File: src/rtl/mul_arb_pkg.sv
// Shared types and slave register map for the multiplier arbiter.
package mul_arb_pkg;

  typedef enum logic [2:0] {
    ST_IDLE,
    ST_WR_A,
    ST_WR_B,
    ST_RD,
    ST_CAP
  } state_t;

  // The slave returns the product when read at the first operand address.
  localparam logic [1:0] ADDR_DATA1 = 2'b00;
  localparam logic [1:0] ADDR_DATA2 = 2'b01;

endpackage

File: src/rtl/rr_arb2.sv
// Two-way round-robin grant: on a tie the requester not served last wins.
module rr_arb2 (
  input  logic [1:0] req,
  input  logic [1:0] mask,
  input  logic       last,
  output logic       grant,
  output logic       valid
);

  logic [1:0] w_eff;

  always_comb begin
    w_eff = req & ~mask;
    valid = |w_eff;
    if (&w_eff) grant = ~last;
    else        grant = w_eff[1];
  end

endmodule

File: src/rtl/mul_arbiter.sv
// Shares one memory-mapped multiplier slave between two requesters:
// write op_a, write op_b, read product, capture, then pulse done.
module mul_arbiter
  import mul_arb_pkg::*;
#(
  parameter int DATA_W = 32
) (
  input  logic                     clk,
  input  logic                     reset,
  input  logic                     req0,
  input  logic                     req1,
  input  logic signed [DATA_W-1:0] op_a0,
  input  logic signed [DATA_W-1:0] op_b0,
  input  logic signed [DATA_W-1:0] op_a1,
  input  logic signed [DATA_W-1:0] op_b1,
  output logic                     done0,
  output logic                     done1,
  output logic signed [DATA_W-1:0] result0,
  output logic signed [DATA_W-1:0] result1,
  output logic                     busy,
  output logic [1:0]               mul_address,
  output logic [DATA_W-1:0]        mul_writedata,
  output logic                     mul_write,
  output logic                     mul_read,
  output logic                     mul_chipselect,
  input  logic [DATA_W-1:0]        mul_readdata
);

  state_t                     r_state;
  logic                       r_gnt;
  logic                       r_last;
  logic signed [DATA_W-1:0]   r_op_b;
  logic                       r_done0, r_done1;
  logic signed [DATA_W-1:0]   r_result0, r_result1;
  logic [1:0]                 r_addr;
  logic [DATA_W-1:0]          r_wdata;
  logic                       r_write, r_read, r_cs;

  logic                       w_grant;
  logic                       w_valid;

  // A requester still seeing its done pulse has not yet had a chance to drop req.
  rr_arb2 u_rr_arb2 (
    .req   ({req1, req0}),
    .mask  ({r_done1, r_done0}),
    .last  (r_last),
    .grant (w_grant),
    .valid (w_valid)
  );

  always_ff @(posedge clk) begin
    if (!reset) begin
      r_state   <= ST_IDLE;
      r_gnt     <= 1'b0;
      r_last    <= 1'b1;
      r_op_b    <= '0;
      r_done0   <= 1'b0;
      r_done1   <= 1'b0;
      r_result0 <= '0;
      r_result1 <= '0;
      r_addr    <= '0;
      r_wdata   <= '0;
      r_write   <= 1'b0;
      r_read    <= 1'b0;
      r_cs      <= 1'b0;
    end else begin
      r_done0 <= 1'b0;
      r_done1 <= 1'b0;
      r_addr  <= '0;
      r_wdata <= '0;
      r_write <= 1'b0;
      r_read  <= 1'b0;
      r_cs    <= 1'b0;
      // Bus strobes are registered alongside the state they belong to.
      case (r_state)
        ST_IDLE: begin
          if (w_valid) begin
            r_gnt   <= w_grant;
            r_last  <= w_grant;
            r_op_b  <= w_grant ? op_b1 : op_b0;
            r_cs    <= 1'b1;
            r_write <= 1'b1;
            r_addr  <= ADDR_DATA1;
            r_wdata <= w_grant ? op_a1 : op_a0;
            r_state <= ST_WR_A;
          end
        end
        ST_WR_A: begin
          r_cs    <= 1'b1;
          r_write <= 1'b1;
          r_addr  <= ADDR_DATA2;
          r_wdata <= r_op_b;
          r_state <= ST_WR_B;
        end
        ST_WR_B: begin
          r_cs    <= 1'b1;
          r_read  <= 1'b1;
          r_addr  <= ADDR_DATA1;
          r_state <= ST_RD;
        end
        ST_RD: begin
          r_state <= ST_CAP;
        end
        ST_CAP: begin
          if (r_gnt) begin
            r_result1 <= mul_readdata;
            r_done1   <= 1'b1;
          end else begin
            r_result0 <= mul_readdata;
            r_done0   <= 1'b1;
          end
          r_state <= ST_IDLE;
        end
        default: r_state <= ST_IDLE;
      endcase
    end
  end

  assign done0          = r_done0;
  assign done1          = r_done1;
  assign result0        = r_result0;
  assign result1        = r_result1;
  assign busy           = (r_state != ST_IDLE);
  assign mul_address    = r_addr;
  assign mul_writedata  = r_wdata;
  assign mul_write      = r_write;
  assign mul_read       = r_read;
  assign mul_chipselect = r_cs;

endmodule

File: config.mk
export PLATFORM = sky130hd
export DESIGN_NAME = mul_arbiter
export DESIGN_NICKNAME = d
export VERILOG_FILES = /design/src/rtl/mul_arb_pkg.sv /design/src/rtl/rr_arb2.sv /design/src/rtl/mul_arbiter.sv
export SDC_FILE = /design/constraint.sdc
export NUM_CORES = 1
export LEC_CHECK = 0
export CAP_MARGIN = 20
export CORE_MARGIN = 1.5
export CORE_UTILIZATION = 30
export DETAILED_ROUTE_END_ITERATION = 7
export PLACE_DENSITY = 0.7
export SLEW_MARGIN = 20
export SYNTH_ARGS = -nofsm -noshare
export SYNTH_HDL_FRONTEND = slang
export SYNTH_SLANG_ARGS = --single-unit
export TNS_END_PERCENT = 30
File: constraint.sdc
create_clock -name clk -period 2.35 [get_ports clk]
set_clock_uncertainty 0.1 [all_clocks]
set_input_delay 0.3525 -clock clk [delete_from_list [all_inputs] [get_ports clk]]
set_output_delay 0.3525 -clock clk [all_outputs]
set_load 0.005 [all_outputs]
; Word level (Yosys, flattened, before mapping)
; Index checks and enable logic that the tools add are counted.
[classes]
addsub = 0
n_mul = 0
div_mod_pow = 0
order_cmp = 0
eq_ne = 5
n_shift = 0
mux = 14
bitwise = 4
reduce_logical = 9
[ops]
columns = operator, count
row1 = $mux 32, 3
row2 = $pmux 32 s2, 1
row3 = $pmux 3 s4, 1
row4 = $reduce_and 2->1, 5
row5 = $eq 3x2->1 const B, 2
row6 = $mux 1, 6
row7 = $pmux 1 s2, 2
row8 = $reduce_or 2->1, 2
row9 = $eq 3x1->1 const B, 1
row10 = $eq 3x3->1 const B, 1
row11 = $logic_not 3->1, 1
row12 = $mux 3, 1
row13 = $reduce_bool 3->1, 1
row14 = $and 2x2->2, 1
row15 = $ne 2x1->1 const B, 1
row16 = $not 1->1, 2
row17 = $not 2->2, 1
[word_totals]
regBits = 140
latchBits = 0
mem_bits_rw = 0
rom_bits = 0
input_bits = 164
out_inout_bits = 104
elab_cells = 45
memories = 0

; Depth between registers and ports, before layout
; Gate-level depths: netlist (run 1).
[logic_depth]
depth_word = 7
depth_mapped = 7
depth_no_buf = 4

; Hierarchy
; Synthesis (run 1) repeated with hierarchy kept, for this count alone.
[unflattened]
hier_cells = 579
area_unflattened_um2 = 5422.7
[modules_own_cells]
columns = module, n_inst, cells_per_inst, area_each_um2
row1 = mul_arbiter, 1, 574, 5383.9
row2 = rr_arb2, 1, 5, 38.8

; Least setup slack after synthesis (run 1)
; Ideal clock, no wire load.
[synth_path]
kind = reg2reg
start = reg r_state[2]
end = reg r_op_b[0]
setup_time_ns = 0.122
arrival_ns = 1.387
setup_slack_ns = 0.741
path_stages_with_launch = 7
path_buffers = 3
cell_sequence = dfxtp_1 > buf_6 > or3_4 > a21oi_4 > buf_6 > buf_6 > a31oi_1
[synth_between]
elab_chain_len = 2
[synth_rtl]
columns = element, line_no
row1 = start: declaration, mul_arbiter.sv:29  ; state_t r_state;
row2 = start signal: assignment, mul_arbiter.sv:53  ; r_state <= ST_IDLE;
row3 = start signal: assignment, mul_arbiter.sv:85  ; r_state <= ST_WR_A;
row4 = start signal: assignment, mul_arbiter.sv:93  ; r_state <= ST_WR_B;
row5 = $logic_not 3->1, mul_arbiter.sv:75  ; case (r_state)
row6 = $reduce_and 2->1 (no source line), -
row7 = end signal: assignment, mul_arbiter.sv:80  ; r_op_b <= w_grant ? op_b1 : op_b0;
row8 = end: declaration, mul_arbiter.sv:32  ; logic signed [DATA_W-1:0] r_op_b;
; Every way passes these cells.
; A chain may end at the register's enable or synchronous reset.

; Final worst setup path (run 1)
[layout_path]
start = reg r_state[2]
end = out busy
[layout_between]
elab_chain_len = 1
[layout_rtl]
columns = element, line_no
row1 = $reduce_bool 3->1, mul_arbiter.sv:123  ; assign busy = (r_state != ST_IDLE);
row2 = end: declaration, mul_arbiter.sv:20  ; output logic busy,
; Every way passes these cells.

==> results of run 1 <==
==> stage by stage <==
stage | setup slack, ns | area, um^2
2_1_floorplan | 0.741 | 5310
3_3_place_gp | 0.260 | 8220
3_5_place_dp | 0.188 | 8220
4_1_cts | 0.118 | 8790
5_1_grt | 0.0632 | 8790
6_report | 0.150 | 8790
==> power by group <==
| group | leakage, nW | total [mW] | internal, mW | switching, mW |
|---|---|---|---|---|
| combinational | 1.87 | 0.938 | 0.558 | 0.380 |
| clock | 0.273 | 2.62 | 1.52 | 1.10 |
| sequential | 1.13 | 2.59 | 2.51 | 0.0742 |
| total | 3.28 | 6.15 | 4.60 | 1.55 |
==> flip-flops by register name (all words and copies together), names as in the netlist <==
name	cells
r_state	3
r_gnt	1
mul_chipselect	1
result1	32
result0	32
r_op_b	32
mul_write	1
r_last	1
mul_address	1
mul_writedata	32
mul_read	1
done1	1
done0	1
==> kinds of logic (layout without fill, tap and decap cells) <==
family / after synthesis / after routing / synth area share
simple gates: 250 / 250 / 0.191
mux: 32 / 32 / 0.0603
buf+inv: 52 / 320 / 0.0565
flops: 139 / 139 / 0.524
other cells: 1 / 1 / 0.000706
compound gates: 166 / 166 / 0.168
==> critical path, cell delays in order, from the launching register on <==
cell,delay [ns]
dfxtp_1,0.40
or3_4,0.45
clkdlybuf4s50_1,0.48
==> cells in the final DEF, fill, tap and decap left out, drive strengths merged <==
| cell type | n |
|---|---|
| nor2 | 3 |
| nand2 | 227 |
| buf | 21 |
| nor4 | 1 |
| a21oi | 67 |
| nand3b | 1 |
| clkdlybuf4s50 | 266 |
| nor3 | 2 |
| nor4b | 1 |
| a31oi | 32 |
| nand3 | 2 |
| clkbuf | 20 |
| conb | 1 |
| nand2b | 4 |
| bufinv | 1 |
| nor3b | 2 |
| and3 | 2 |
| dfxtp | 139 |
| mux2i | 32 |
| or2 | 1 |
| a21o | 1 |
| nor2b | 2 |
| and2 | 1 |
| or3 | 1 |
| inv | 3 |
| o21ai | 64 |
| clkinvlp | 3 |
| clkinv | 6 |
| o31a | 1 |
| a2111oi | 1 |
==> final cells by class <==
type	count	area, um^2
Sequential cell	139	2780
Fill cell	1660	8510
Inverter	1	3.75
Clock buffer	20	457
Clock inverter	12	115
Multi-Input combinational cell	449	2240
Tap cell	225	282
Timing Repair Buffer	287	2910
==> how the worst min path moves through the flow <==
stage	from	endpoint	slack, ns	cells past startpoint
after floorplan	r_op_b[0]	mul_writedata[0]	0.32	2
after global placement	r_op_b[17]	mul_writedata[17]	0.34	2
after detailed placement	r_op_b[22]	mul_writedata[22]	0.34	2
after CTS	r_op_b[13]	mul_writedata[13]	0.35	2
after global routing	r_op_b[29]	mul_writedata[29]	0.36	2
final	r_op_b[17]	mul_writedata[17]	0.35	2
==> layer usage <==
metal / routed length [um] / GRT usage / share of wire / vias to the layer above
met2: 8200 / 0.304 / 0.47 / 194
met1: 7240 / 0.223 / 0.42 / 2416
met3: 1570 / 0.0671 / 0.091 / 30
met5: 0 / 0 / 0 / -
met4: 362 / 0.0686 / 0.021 / 0
li1: - / - / - / 2657
==> impl_summary.log, run 1 <==
INFO  metric status = finished clean
INFO  metric die-area = 18,500 um^2
INFO  metric cts_sinks = 139
INFO  metric cts.reportedPaths.clkPinSlew = 0.06 ns
INFO  metric detailed_place_hpwl = 12,100 um
INFO  metric synth_enable_flop_cells = 0
INFO  metric worst-endpoint-arrival = 1.75 ns
INFO  metric grt_util_all_layers = 0.186
INFO  metric synth_top_cells_by_count = 226 x nand2_1, 139 x dfxtp_1, 66 x a21oi_1
INFO  metric initial_utilization = 0.307
INFO  metric timing.final.crit_share = 0.936
INFO  metric clk-insertion-delay-late = 0.42 ns
INFO  metric drv_slew = 0
INFO  metric post_cts_hold_buffer_count = 0
INFO  metric dominantRegCellSynth = dfxtp_1
INFO  metric max_slew.worst_pin.slew = 0.487 ns
INFO  metric p_leak = 3.28 nW
INFO  metric cts_tree = built
INFO  metric post_route_cells_drive_above_1_share = 0.0661
INFO  metric critPathKind = register to output pin
INFO  metric reg2reg_capture_point = mul_writedata[0]
INFO  metric synthArstFlopShare = 0
INFO  metric clock_path_buffers = 2
INFO  metric synth.cell_area = 5310 um^2
INFO  metric cts_htree_levels = 4
INFO  metric flow.area_growth_from_synthesis = 65.5%
INFO  metric fin_total_pwr = 6.15 mW
INFO  metric fp-row-count = 48
INFO  metric critical_path.startpoint = r_state[2]
INFO  metric clock.fmax = 455 MHz
INFO  metric max_slew_margin = 0.667
INFO  metric final_core_util = 0.508
INFO  metric rsz0062_at_grt = false
INFO  metric endpoint_kind = output pin
INFO  metric maxCapViolations = 0
INFO  metric fp.dieH = 136 um
INFO  metric fin_crit = 2.20 ns
INFO  metric synthMostInstantiatedCell = nand2_1
INFO  metric min-delay-path-class = register to register
INFO  metric number_of_global_route_vias_before_repair = 4,922
INFO  metric cts_buffers = 17
INFO  metric final-instance-count-excl-fill = 1,133
INFO  metric timing.final.hold_violations = 0
INFO  metric timing.critical_path.fanout_max = 10
INFO  metric share_of_synthesized_area_occupied_by_flip_flops_and_latches = 0.524
INFO  metric number_of_register_bits_inferred_by_synthesis = 139
INFO  metric core-area = 17,300 um^2
INFO  metric initial_antenna_violation_count = 0
INFO  metric drt_pre_antenna_iters = 4
INFO  metric synth_area_leaders = dfxtp_1 52%, nand2_1 16%, a21oi_1 6.2%
INFO  metric grt_start_max_net_pins = 69
INFO  metric power_per_cell_area = 700 nW/um^2
INFO  metric global_route_wire_length_before_repair = 26,500 um
INFO  metric totalNegativeSetupSlack = 0 ns
INFO  metric final_net_count = 1,059
INFO  metric rrSetupSlack = 0.37 ns
INFO  metric holdWs = 0.347 ns
INFO  metric postCtsSetupBuffers = 0
INFO  metric remaining_drc_errors = 0
INFO  metric detail-route-antenna-nets = 0
INFO  metric ctsResizeCount = 0
INFO  metric globalplace.congestion = 0.776
INFO  metric wirelength = 17,400 um
INFO  metric synthDominantCellAreaShare = 0.524
INFO  metric worstSetupEndpoint = busy
INFO  metric yosysWarnings = 0
INFO  metric critPathRequiredTime = 1.90 ns
INFO  metric dp.cells = 1,101
INFO  metric synth_cells = 640
INFO  metric die_w = 136 um
INFO  metric synth.distinct_cells = 33
INFO  metric launch_point_of_the_worst_reg_to_reg_path = r_state[2]
INFO  metric port_buffers = 266
INFO  metric ioPinCount = 268
INFO  metric detail_route.iter0.violations = 305
INFO  metric vdd_ir_drop_max = 0.478 mV
INFO  metric vias_per_cell = 4.68
INFO  metric cts_root_buf = clkbuf_16
INFO  metric drt-wirelength-per-cell = 15.3 um
INFO  metric grt_total_ovfl = 0
INFO  metric synth_top_cell_by_area = dfxtp_1
INFO  metric worst-r2r-cell-count = 4
INFO  metric critical_path.startpoint_type = register
INFO  metric antenna_cells_inserted = 0
INFO  metric finalSetupViolations = 0
INFO  metric synth_nets = 804
INFO  metric syn-mean-instance-area = 8.30 um^2
INFO  metric vias = 5,297
(Power assumes the default switching activity.)
==> inputs of run 2 (changes only) <==
clock period = 2.2 ns   (was 2.35 ns; I/O delays follow)
==> run 2 against run 1 <==
  * Routed wire length up 0.31%
  * Largest cell class unchanged
  * Highest routed layer unchanged
  * Worst setup slack worse by 0.060 ns
  * Power up 8.1%
==> impl_summary.log, run 2 (synthesized netlist as in run 1, its figures left out) <==
INFO  metric status = finished clean
INFO  metric die_w = 136 um (unchanged)
INFO  metric worst-r2r-cell-count = 4 (unchanged)
INFO  metric endpoint_kind = output pin
INFO  metric fp.dieH = 136 um (unchanged)
INFO  metric timing.critical_path.slowest_cell_delay = 0.48 ns (about the same)
INFO  metric worstHoldStart = r_op_b[27]
INFO  metric grt_total_ovfl = 0 (unchanged)
INFO  metric rrSetupSlack = 0.27 ns (-0.10 ns)
INFO  metric power_per_cell_area = 756 nW/um^2 (+8.1%)
INFO  metric vdd_ir_drop_max = 0.514 mV (+7.4%)
INFO  metric timing.critical_path.slowest_stage_cell = clkdlybuf4s50_1
INFO  metric port_buffers = 266 (unchanged)
INFO  metric postCtsSetupBuffers = 0 (unchanged)
INFO  metric totalNegativeSetupSlack = 0 ns (unchanged)
INFO  metric grt_util_all_layers = 0.185 (-0.000677)
INFO  metric initial_utilization = 0.307 (unchanged)
INFO  metric post_route_cells_drive_above_1_share = 0.0630 (-0.00310)
INFO  metric cts.reportedPaths.clkPinSlew = 0.06 ns (about the same)
INFO  metric grt_start_max_net_pins = 69 (unchanged)
INFO  metric clock.fmax = 474 MHz
INFO  metric global_route_wire_length_before_repair = 26,600 um (+0.29%)
INFO  metric fin_crit = 2.11 ns
INFO  metric commonest_non_fill_non_tap_cell_in_the_layout = clkdlybuf4s50_1
INFO  metric critPathKind = register to output pin
INFO  metric cts_root_buf = clkbuf_16
INFO  metric cts_sinks = 139 (unchanged)
INFO  metric post_cts_hold_buffer_count = 0 (unchanged)
INFO  metric fp-row-count = 48 (unchanged)
INFO  metric launch_point_of_the_worst_reg_to_reg_path = r_state[1]
INFO  metric worst-endpoint-arrival = 1.68 ns (-0.07 ns)
INFO  metric ctsResizeCount = 0 (unchanged)
INFO  metric cts_buffers = 17 (unchanged)
INFO  metric drt_pre_antenna_iters = 4 (unchanged)
INFO  metric clock_path_buffers = 2 (unchanged)
INFO  metric vias_per_cell = 4.71 (+0.73%)
INFO  metric clk-insertion-delay-late = 0.41 ns (about the same)
INFO  metric cp_cell_sequence = or3_4 -> clkdlybuf4s50_1
INFO  metric critical_path.startpoint_type = register
INFO  metric timing.critical_path.fanout_max = 7 (-3)
INFO  metric vias = 5,326 (+0.55%)
INFO  metric die-area = 18,500 um^2 (unchanged)
INFO  metric detailed_place_hpwl = 12,300 um (+1.6%)
INFO  metric hold_path_depth = 2 (unchanged)
INFO  metric detailed_place.area = 8200 um^2 (-0.27%)
INFO  metric finalSetupViolations = 0 (unchanged)
INFO  metric fin_total_pwr = 6.65 mW (+8.1%)
INFO  metric critPathRequiredTime = 1.77 ns (-0.13 ns)
INFO  metric reg2reg_capture_point = mul_writedata[0]
INFO  metric p_leak = 3.27 nW (-0.18%)
INFO  metric flow.area_growth_from_synthesis = 65.4% (about the same)
INFO  metric remaining_drc_errors = 0 (unchanged)
INFO  metric timing.final.hold_violations = 0 (unchanged)
INFO  metric critical_path.startpoint = r_state[1]
INFO  metric final_design_area_no_fill = 8790 um^2 (about the same)
INFO  metric wirelength = 17,400 um (+0.31%)
INFO  metric min-delay-path-class = register to register
INFO  metric number_of_global_route_vias_before_repair = 5,079 (+3.2%)
INFO  metric drt-wirelength-per-cell = 15.4 um (+0.48%)
INFO  metric cts_htree_levels = 4 (unchanged)
INFO  metric rsz0062_at_grt = false
INFO  metric detail-route-antenna-nets = 0 (unchanged)
INFO  metric initial_antenna_violation_count = 1 (+1)
INFO  metric detail_route.iter0.violations = 194 (-36%)
INFO  metric layout_common_cells = 266 x clkdlybuf4s50_1, 226 x nand2_1, 139 x dfxtp_1
INFO  metric core-area = 17,300 um^2 (unchanged)
INFO  metric drv_slew = 0 (unchanged)
INFO  metric cts_tree = built
INFO  metric final_net_count = 1,056 (-0.28%)
INFO  metric postLayoutSetupSlackWorst = 0.0895 ns (-0.0603 ns)
INFO  metric globalplace.congestion = 0.769 (-0.94%)
INFO  metric dp.cells = 1,098 (-0.27%)
INFO  metric ioPinCount = 268 (unchanged)
INFO  metric timing.final.crit_share = 0.959
INFO  metric pre_cts_slack = 0.0898 ns (-0.0979 ns)
INFO  metric whs_endpoint = mul_writedata[27]
INFO  metric maxCapViolations = 0 (unchanged)
INFO  metric final-instance-count-excl-fill = 1,131 (-0.18%)
run 2: worst max-delay path by stage:
stage                  endpoint  slack [ns]
2_1_floorplan         r_op_b[0]        0.59
3_3_place_gp   mul_writedata[0]        0.15
3_5_place_dp   mul_writedata[0]        0.09
4_1_cts                    busy        0.06
5_1_grt                    busy       0.006
6_report                   busy        0.09
run 2: where the power goes:
| part | internal [mW] | switching, mW | leakage (nW) |
|---|---|---|---|
| logic | 0.592 | 0.412 | 1.86 |
| clock network | 1.70 | 1.18 | 0.281 |
| registers | 2.69 | 0.0752 | 1.13 |
| total | 4.98 | 1.67 | 3.27 |
run 2: worst max-delay path: cells and delay by family, from the launching register on:
kind | cells | cell delay (ns)
flip-flops | 1 | 0.40
buffers and inverters | 1 | 0.48
AND/OR/NAND/NOR | 1 | 0.39
run 2: layout make-up:
type | instances | area [um^2]
inverters | 1 | 3.75
fillers | 1674 | 8510
repair buffers | 284 | 2890
clock inverters | 14 | 160
well taps | 225 | 282
clock buffers | 18 | 429
diodes | 1 | 2.50
flip-flops and latches | 139 | 2780
multi-input cells | 449 | 2240
run 2: through the flow:
stage	hold WS, ns	utilization
after floorplan	0.320	-
after global placement	0.331	0.474
after detailed placement	0.337	0.474
after CTS	0.346	0.508
after global routing	0.366	0.508
final	0.345	0.508
run 2: layer usage:
layer / part of all wire / global-route usage / up-vias / wire length [um]
met1: 0.42 / 0.213 / 2465 / 7340
met3: 0.077 / 0.0593 / 26 / 1340
li1: - / - / 2644 / -
met5: 0 / 0 / - / 0
met2: 0.47 / 0.311 / 191 / 8260
met4: 0.028 / 0.0863 / 0 / 485
